$ cat src/rtl/frame_writer.sv
//==============================================================================
// Module      : frame_writer
// Description : Sink of the shared VGA pixel bus. Range-checks incoming pixel
//               writes, queues {linear address, RGB} in a small FIFO and
//               commits one entry per cycle to the frame-buffer write port.
//               Optional clear engine (macro FRAME_WRITER_CLEAR_EN) fills the
//               whole frame with one colour between scenes.
// Revision    : 1.0 - initial release
//==============================================================================
`default_nettype none

module frame_writer #(
   parameter int FIFO_DEPTH = 4,
   parameter int SCREEN_W   = 160,
   parameter int SCREEN_H   = 120
) (
   input  logic        clk,
   input  logic        reset,
   input  logic        vga_draw_enable_bus,
   input  logic [7:0]  vga_x_out_bus,
   input  logic [7:0]  vga_y_out_bus,
   input  logic [23:0] vga_RGB_out_bus,
   input  logic        clear,
   input  logic [23:0] clear_color,
   output logic [14:0] fb_address,
   output logic [23:0] fb_data,
   output logic        fb_write,
   output logic        busy,
   output logic        clear_done,
   output logic        overflow,
   output logic        oob_error
);

   localparam int          c_AW       = $clog2(FIFO_DEPTH);
   localparam logic [8:0]  c_W9       = 9'(SCREEN_W);
   localparam logic [8:0]  c_H9       = 9'(SCREEN_H);
   localparam logic [14:0] c_W15      = 15'(SCREEN_W);
   localparam logic [14:0] c_LAST     = 15'(SCREEN_W * SCREEN_H - 1);
   localparam logic [c_AW:0] c_PTR_ONE = (c_AW + 1)'(1);

   typedef enum logic [1:0] {
      S_IDLE  = 2'd0,
      S_CLEAR = 2'd1,
      S_DONE  = 2'd2
   } state_t;

   state_t r_state, w_state_next;

   // FIFO storage and pointers (extra MSB distinguishes full from empty)
   logic [38:0]   r_mem [FIFO_DEPTH];
   logic [c_AW:0] r_wr_ptr, r_rd_ptr;
   logic [c_AW:0] w_wr_ptr_next, w_rd_ptr_next;

   logic          w_valid, w_in_range, w_empty, w_full;
   logic          w_push, w_pop, w_drop;
   logic [14:0]   w_addr;
   logic          w_wr_en, w_done, w_pending_next;
   logic [14:0]   w_wr_addr;
   logic [23:0]   w_wr_data;

   assign w_valid    = (vga_draw_enable_bus == 1'b1);
   assign w_in_range = ({1'b0, vga_x_out_bus} < c_W9) && ({1'b0, vga_y_out_bus} < c_H9);
   assign w_addr     = 15'(vga_y_out_bus) * c_W15 + 15'(vga_x_out_bus);

   assign w_empty = (r_wr_ptr == r_rd_ptr);
   assign w_full  = (r_wr_ptr[c_AW] != r_rd_ptr[c_AW]) &&
                    (r_wr_ptr[c_AW-1:0] == r_rd_ptr[c_AW-1:0]);

   // A full FIFO still accepts a push when an entry leaves on the same edge
   assign w_push = w_valid && w_in_range && (!w_full || w_pop);
   assign w_drop = w_valid && w_in_range && w_full && !w_pop;

   assign w_wr_ptr_next = w_push ? r_wr_ptr + c_PTR_ONE : r_wr_ptr;
   assign w_rd_ptr_next = w_pop  ? r_rd_ptr + c_PTR_ONE : r_rd_ptr;

`ifdef FRAME_WRITER_CLEAR_EN
   logic        r_clear_pending;
   logic [23:0] r_clear_color;
   logic [14:0] r_clear_cnt;

   // A clear request during S_CLEAR is ignored; a new request wins over consumption
   assign w_pending_next = (clear && (r_state != S_CLEAR)) ? 1'b1 :
                           ((r_state == S_IDLE) && (w_state_next == S_CLEAR)) ? 1'b0 :
                           r_clear_pending;

   // Clear request latch, fill colour and address counter
   always_ff @(posedge clk or posedge reset) begin
      if (reset) begin
         r_clear_pending <= 1'b0;
         r_clear_color   <= 24'd0;
         r_clear_cnt     <= 15'd0;
      end else begin
         r_clear_pending <= w_pending_next;
         if (clear && (r_state != S_CLEAR))
            r_clear_color <= clear_color;
         if ((r_state == S_IDLE) && (w_state_next == S_CLEAR))
            r_clear_cnt <= 15'd0;
         else if (r_state == S_CLEAR)
            r_clear_cnt <= r_clear_cnt + 15'd1;
      end
   end
`else
   logic w_unused_clear;
   assign w_unused_clear = ^{clear, clear_color};
   assign w_pending_next = 1'b0;
`endif

   // Next-state and write-port selection; queued pixels drain before a clear
   always_comb begin
      w_state_next = r_state;
      w_pop        = 1'b0;
      w_wr_en      = 1'b0;
      w_wr_addr    = 15'd0;
      w_wr_data    = 24'd0;
      w_done       = 1'b0;
      case (r_state)
         S_IDLE: begin
            if (!w_empty) begin
               w_pop                  = 1'b1;
               w_wr_en                = 1'b1;
               {w_wr_addr, w_wr_data} = r_mem[r_rd_ptr[c_AW-1:0]];
            end
`ifdef FRAME_WRITER_CLEAR_EN
            else if (r_clear_pending) begin
               w_state_next = S_CLEAR;
            end
`endif
         end
`ifdef FRAME_WRITER_CLEAR_EN
         S_CLEAR: begin
            w_wr_en   = 1'b1;
            w_wr_addr = r_clear_cnt;
            w_wr_data = r_clear_color;
            if (r_clear_cnt == c_LAST)
               w_state_next = S_DONE;
         end
         S_DONE: begin
            w_done       = 1'b1;
            w_state_next = S_IDLE;
         end
`endif
         default: w_state_next = S_IDLE;
      endcase
   end

   // FSM state register
   always_ff @(posedge clk or posedge reset) begin
      if (reset)
         r_state <= S_IDLE;
      else
         r_state <= w_state_next;
   end

   // FIFO pointers
   always_ff @(posedge clk or posedge reset) begin
      if (reset) begin
         r_wr_ptr <= '0;
         r_rd_ptr <= '0;
      end else begin
         r_wr_ptr <= w_wr_ptr_next;
         r_rd_ptr <= w_rd_ptr_next;
      end
   end

   // FIFO storage; contents are don't-care while the pointers say empty
   always_ff @(posedge clk) begin
      if (w_push)
         r_mem[r_wr_ptr[c_AW-1:0]] <= {w_addr, vga_RGB_out_bus};
   end

   // Registered outputs; busy also covers the cycle the final write is on the port
   always_ff @(posedge clk or posedge reset) begin
      if (reset) begin
         fb_address <= 15'd0;
         fb_data    <= 24'd0;
         fb_write   <= 1'b0;
         busy       <= 1'b0;
         clear_done <= 1'b0;
         overflow   <= 1'b0;
         oob_error  <= 1'b0;
      end else begin
         fb_write   <= w_wr_en;
         if (w_wr_en) begin
            fb_address <= w_wr_addr;
            fb_data    <= w_wr_data;
         end
         busy       <= (w_wr_ptr_next != w_rd_ptr_next) || w_wr_en || w_pending_next ||
                       (w_state_next != S_IDLE);
         clear_done <= w_done;
         oob_error  <= w_valid && !w_in_range;
         if (w_drop)
            overflow <= 1'b1;
      end
   end

endmodule

`default_nettype wire

$ cat config.mk
export PLATFORM = sky130hd
export DESIGN_NAME = frame_writer
export DESIGN_NICKNAME = d
export VERILOG_FILES = /design/src/rtl/frame_writer.sv
export SDC_FILE = /design/constraint.sdc
export NUM_CORES = 1
export LEC_CHECK = 0
export CAP_MARGIN = 15
export CELL_PAD_IN_SITES_DETAIL_PLACEMENT = 1
export CELL_PAD_IN_SITES_GLOBAL_PLACEMENT = 2
export CORE_AREA = 2 2 145 147
export DETAILED_ROUTE_END_ITERATION = 7
export DIE_AREA = 0 0 147 149
export GPL_TIMING_DRIVEN = 0
export HOLD_SLACK_MARGIN = 0.1
export PLACE_DENSITY_LB_ADDON = 0.1
export SKIP_CTS_REPAIR_TIMING = 1
export SLEW_MARGIN = 10
export SYNTH_ARGS = -nofsm -noshare
export SYNTH_HDL_FRONTEND = slang
export SYNTH_SLANG_ARGS = --single-unit
$ cat constraint.sdc
create_clock -name clk -period 4.9 [get_ports clk]
set_input_delay 0.98 -clock clk [delete_from_list [all_inputs] [get_ports clk]]
set_output_delay 0.98 -clock clk [all_outputs]
set_load 0.01 [all_outputs]
==> results of run 1 <==
[worst reg2reg max path: cells and delay by family (launching register included)]
| family | cells | cell delay (ns) |
|---|---|---|
| buf+inv | 2 | 0.43 |
| flops | 1 | 0.39 |
| simple gates | 3 | 1.30 |
| xor+xnor | 1 | 0.22 |
[registers in the layout, indices dropped and copies added (netlist names)]
register	flops
busy	1
fb_address	15
fb_data	24
fb_write	1
oob_error	1
overflow	1
r_mem	156
r_rd_ptr	3
r_state	2
r_wr_ptr	3
[placed cells by master (no fill, tap or decap), types with 8 or more instances in the layout]
master | synthesis | final
edfxtp_1 | 156 | 156
clkdlybuf4s50_1 | 0 | 85
dfrtp_1 | 51 | 51
mux4_2 | 39 | 39
mux2_1 | 28 | 28
clkbuf_16 | 0 | 22
ha_1 | 20 | 20
clkbuf_1 | 7 | 17
xnor2_1 | 13 | 13
mux2_2 | 12 | 12
inv_1 | 9 | 8
[routing by layer]
layer  GRT usage [%]  share of wire (%)  up-vias
met4            4.52                1.6        0
met1            19.3                 42     2143
met3            2.78                4.4       21
met5               0                  0        -
met2            28.5                 52       75
li1                -                  -     1868
[path summary, 6_finish.rpt]
kind                                  endpoint  slack [ns]  depth (start not counted)
worst max-delay path              r_mem[1][38]        1.53                          9
worst min-delay path               fb_data[23]        0.48                          1
worst max register to register     r_mem[1][8]        2.29                          6
worst min register to register     fb_data[23]        0.48                          1
max in group asynchronous       fb_address[11]        3.42                          2
min in group asynchronous          fb_data[17]        0.98                          2
[stage by stage]
stage | setup TNS, ns | instances | total power, uW | hold slack (ns) | setup slack, ns
after floorplan | 0 | 412 | 3380 | 0.513 | 0.338
after global placement | -121.10 | 772 | 4040 | 0.466 | -3.11
after detailed placement | 0 | 780 | 4120 | 0.475 | 0.990
after CTS | 0 | 820 | 5670 | 0.488 | 1.52
after global routing | 0 | 820 | 5870 | 0.505 | 1.36
final | 0 | 820 | 5560 | 0.481 | 1.53
[cells by family (layout without fill, tap and decap cells)]
family          count (synthesis)  count (layout)
buf+inv                        25             158
xor+xnor                       17              17
fa+ha+maj                      22              22
mux                            79              79
other cells                     1               3
compound gates                 27              27
flops                         207             207
simple gates                   32              32
[cell type report]
cell class	instances	area share, %
inverters	10	0.392
well taps	275	3.37
clock inverters	5	0.343
plain buffers	15	0.710
multi-input cells	180	21.3
clock buffers	35	6.16
flip-flops and latches	207	58.3
repair buffers	93	9.39
[report_power, final]
| part | switching [uW] | total [uW] | internal (uW) |
|---|---|---|---|
| combinational | 757 | 1680 | 920 |
| clock | 638 | 1520 | 881 |
| sequential | 146 | 2360 | 2220 |
==> flow_summary.yaml, run 1 <==
layout:
  drive_above_1_share_pct: 19.1
  utilization_pct: 49.7
  area_delta_synth_final_pct: 24.1
  layout.nets: 619
  fin_area_sq_um: 10200
  ff_latch_area_sq_um: 5960
  fill_cells: 1943
  multiInputGateArea_sq_um: 2170
  antenna_cells: 0
logic_synthesis:
  synth_ff_type: "edfxtp_1"
  synthTopCellsByCount: "156 x edfxtp_1, 51 x dfrtp_1, 39 x mux4_2"
  synth_area_leaders: "edfxtp_1 57%, dfrtp_1 16%, mux4_2 11%, mux2_1 3.8%, ha_1 3.0%"
  ys_seq_area_share_pct: 72.4
  synth_top_family_by_area: "multiplexers"
  ys_warn_count: 0
  synthesis.area_sq_um: 8230
  synthAdderAreaFrac_pct: 3.53
  synth_compound_area_share_pct: 2.17
  avgSynthCellArea_sq_um: 20.1
  synth_cells: 410
  synth-seq-cells: 207
  synth.area.mux_share_pct: 16.1
  synth_most_common_cell: "edfxtp_1"
  yosysTopAreaCell: "edfxtp_1"
  synth_cell_type_count: 46
  synth_top_area_share_pct: 56.9
  async_flop_share_pct: 24.6
  synth_simple_gate_area_share_pct: 2.43
  synthXorXnorAreaFrac_pct: 1.90
  synth_edf_count: 156
routing:
  wirelength_um: 16600
  num_vias: 4107
  drtAntennaViolNets: 0
  vias_per_cell: 5.01
  drt_iter0_drc: 142
  wl_per_cell_um: 20.2
  drc: 0
  dr.pass1.iters: 4
critical_path:
  end_kind: "flip-flop"
  critical_path_class: "in2reg"
  start_kind: "input port"
  cp_num_buf_inv: 1
  startpoint: "vga_y_out_bus[1]"
  critPathRequiredTime_ns: 5.15
  critPathMaxStageDelay_ns: 0.46
  cp_max_fo: 4
  crit_family: "adder cells"
  crit_chain: "clkdlybuf4s50_1 > ha_1 > ha_1 > fa_1 > a21o_1 > a21oi_1 > xnor2_1 > nand4_1 > xnor2_1"
  cp.arrival_ns: 3.62
  cpMaxStageDelayCell: "clkdlybuf4s50_1"
  timing.rr.start: "r_rd_ptr[0]"
floorplanning:
  core_area_sq_um: 20600
  die_x_um: 147
  fp-row-count: 53
  pin_count: 112
  die_area_sq_um: 21900
  start_util_pct: 40.0
  die_h_um: 149
sta:
  finalCritPeriodShare_pct: 68.8
  relSlewSlack_pct: 34.5
  hold_viol_final: 0
  rsz0062_at_grt: "no"
  setup_viol: 0
  skew_ns: 0.0174
  clock.fmax_mhz: 297
  final_max_slew_viol_count: 0
  fin_crit_ns: 3.37
  tightestPinTransition_ns: 0.983
placed_design:
  place.gp.congestion: 0.724
  place_area_sq_um: 9550
  portBuffers: 85
  dp_hpwl_um: 11000
pwr:
  power_leakage_uw: 0.00358
  power_density_nw_per_um2: 544
  vdd_drop_max_uv: 270
status:
  outcome: "finished, final reports clean"
global_route:
  grt_pass1_vias: 4680
  grt_pass1_wl_um: 26100
  grt_usage_pct: 15.7
  grt_max_degree: 52
  gr-total-overflow: 0
  grt_antenna_before_repair: 0
clock_network:
  cts_max_path_buffers: 3
  cts_tree: "built"
  root_buffer: "clkbuf_16"
  cts_buffers: 22
  htreeDepth: 1
  clock_latency_ns: 0.51
  cts_sinks: 207
  clk_pin_slew_ns: 0.06
job:
  drv_cap: 0
hold_path:
  hp-class: "reg2reg"
  hp-start: "fb_data[23]"
Note: power is estimated with default switching activity, not from simulation.
==> run 2: changes to the inputs <==
- CORE_AREA: 2 2 145 147 -> 2 2 153 155
- DIE_AREA: 0 0 147 149 -> 0 0 155 157
- clock period: 4.9 -> 2.7 ns (I/O delays scaled with it)
==> flow_summary.yaml, run 2 (synthesis gave the netlist of run 1 again) <==
clock_network:
  clock_latency_ns: 0.49
  cts_tree: "built"
  cts_sinks: 207
  cts_max_path_buffers: 3
  cts_buffers: 22
  htreeDepth: 1
  clk_pin_slew_ns: 0.06
  root_buffer: "clkbuf_16"
layout:
  antenna_cells: 0
  layout.nets: 618
  final_cell_mix: "156 x edfxtp_1, 82 x clkdlybuf4s50_1, 51 x dfrtp_1"
  layout_commonest_cell: "edfxtp_1"
  largest_reg_flops: 156
  fin_area_sq_um: 10400
  fill_cells: 2092
  drive_above_1_share_pct: 21.7
  area_delta_synth_final_pct: 26.4
job:
  drv_cap: 0
critical_path:
  critPathRequiredTime_ns: 3.06
  reg2reg_depth: 6
  timing.rr.start: "r_rd_ptr[0]"
  start_kind: "input port"
  rrSetupSlack_ns: 0.19
  end_kind: "flip-flop"
  critical_path_class: "in2reg"
  cp_max_fo: 7
  regToRegEndpoint: "busy"
  cp.arrival_ns: 2.92
placed_design:
  place.gp.congestion: 0.682
  portBuffers: 85
  dp_hpwl_um: 10500
  place_area_sq_um: 9620
sta:
  rsz0062_at_grt: "no"
  skew_ns: 0.00687
  relSlewSlack_pct: 34.3
  clock.fmax_mhz: 391
  tightestPinTransition_ns: 0.985
  hold_viol_final: 0
  final_max_slew_viol_count: 0
  setup_viol: 0
  finalCritPeriodShare_pct: 94.8
  setup_tns_ns: 0
  fin_crit_ns: 2.56
routing:
  num_vias: 4109
  wl_per_cell_um: 20.1
  wirelength_um: 16600
  drtAntennaViolNets: 0
  vias_per_cell: 4.96
  dr.pass1.iters: 4
  drc: 0
  drt_iter0_drc: 146
floorplanning:
  pin_count: 112
  core_area_sq_um: 22500
  start_util_pct: 36.6
  die_area_sq_um: 24300
  die_x_um: 155
  die_h_um: 157
  fp-row-count: 55
pwr:
  power_leakage_uw: 0.00367
  finalPower_uw: 10300
  power_density_nw_per_um2: 987
  vdd_drop_max_uv: 415
global_route:
  grt_antenna_before_repair: 0
  gr-total-overflow: 0
  grt_usage_pct: 14.4
  grt_pass1_wl_um: 26600
  grt_pass1_vias: 4709
  grt_max_degree: 51
status:
  outcome: "finished, final reports clean"
hold_path:
  hp-class: "in2async"
[run 2: changes by cell type in the layout (fill, tap and decap cells not counted), sizes merged]
cell and delta:
dlymetal6s2s +3, bufinv +1, clkinvlp +1, clkinv -1, clkdlybuf4s50 -3, clkbuf -2, buf -1, inv +1
[run 2: critical path, cell delays in order]
cell	delay [ns]
clkdlybuf4s50_1	0.45
o21ai_1	0.21
nand4b_1	0.46
or4_4	0.59
and3_1	0.17
or4_1	0.50
[run 2: how the worst max path moves through the flow]
stage | end | slack (ns) | start | cells after the start
floorplan | r_mem[1][0] | 0.02 | vga_x_out_bus[6] | 4
global placement | r_mem[1][24] | -1.75 | vga_x_out_bus[6] | 5
detailed placement | r_mem[3][38] | -0.85 | vga_y_out_bus[1] | 9
CTS | r_mem[3][38] | -0.33 | vga_y_out_bus[1] | 9
global route | r_mem[0][38] | 0.006 | vga_y_out_bus[0] | 9
finish | busy | 0.14 | vga_x_out_bus[6] | 6
[run 2: final cells by class]
| type | instances | area [sq um] | area share (%) |
|---|---|---|---|
| inverter | 10 | 40.0 | 0.385 |
| buffer | 15 | 72.6 | 0.698 |
| timing repair buffer | 92 | 1020 | 9.77 |
| clock buffer | 33 | 633 | 6.09 |
| multi-input combinational | 180 | 2260 | 21.7 |
| sequential | 207 | 5960 | 57.3 |
| tap | 285 | 357 | 3.43 |
| clock inverter | 7 | 66.3 | 0.638 |
[run 2: metrics by stage]
step | std cells | hold slack [ns] | util (%) | setup slack, ns
finish | 829 | 0.255 | 46.2 | 0.140
global route | 829 | 0.247 | 46.2 | 0.00583
CTS | 829 | 0.239 | 45.9 | -0.334
detailed placement | 789 | 0.476 | 42.7 | -0.850
global placement | 782 | 0.466 | 42.0 | -1.75
floorplan | 412 | 0.513 | - | 0.0224
[run 2: metal layers]
metal,track usage [%],vias up,wire (um)
li1,-,1868,-
met2,26.4,80,8920
met1,17.5,2141,6810
met4,3.70,0,267
met5,0,-,0
met3,2.51,20,624
[run 2: power breakdown]
group | internal [uW] | switching (uW) | total [uW]
clock network | 1720 | 1180 | 2900
registers | 4020 | 266 | 4290
logic | 1700 | 1380 | 3080
total | 7440 | 2820 | 10300
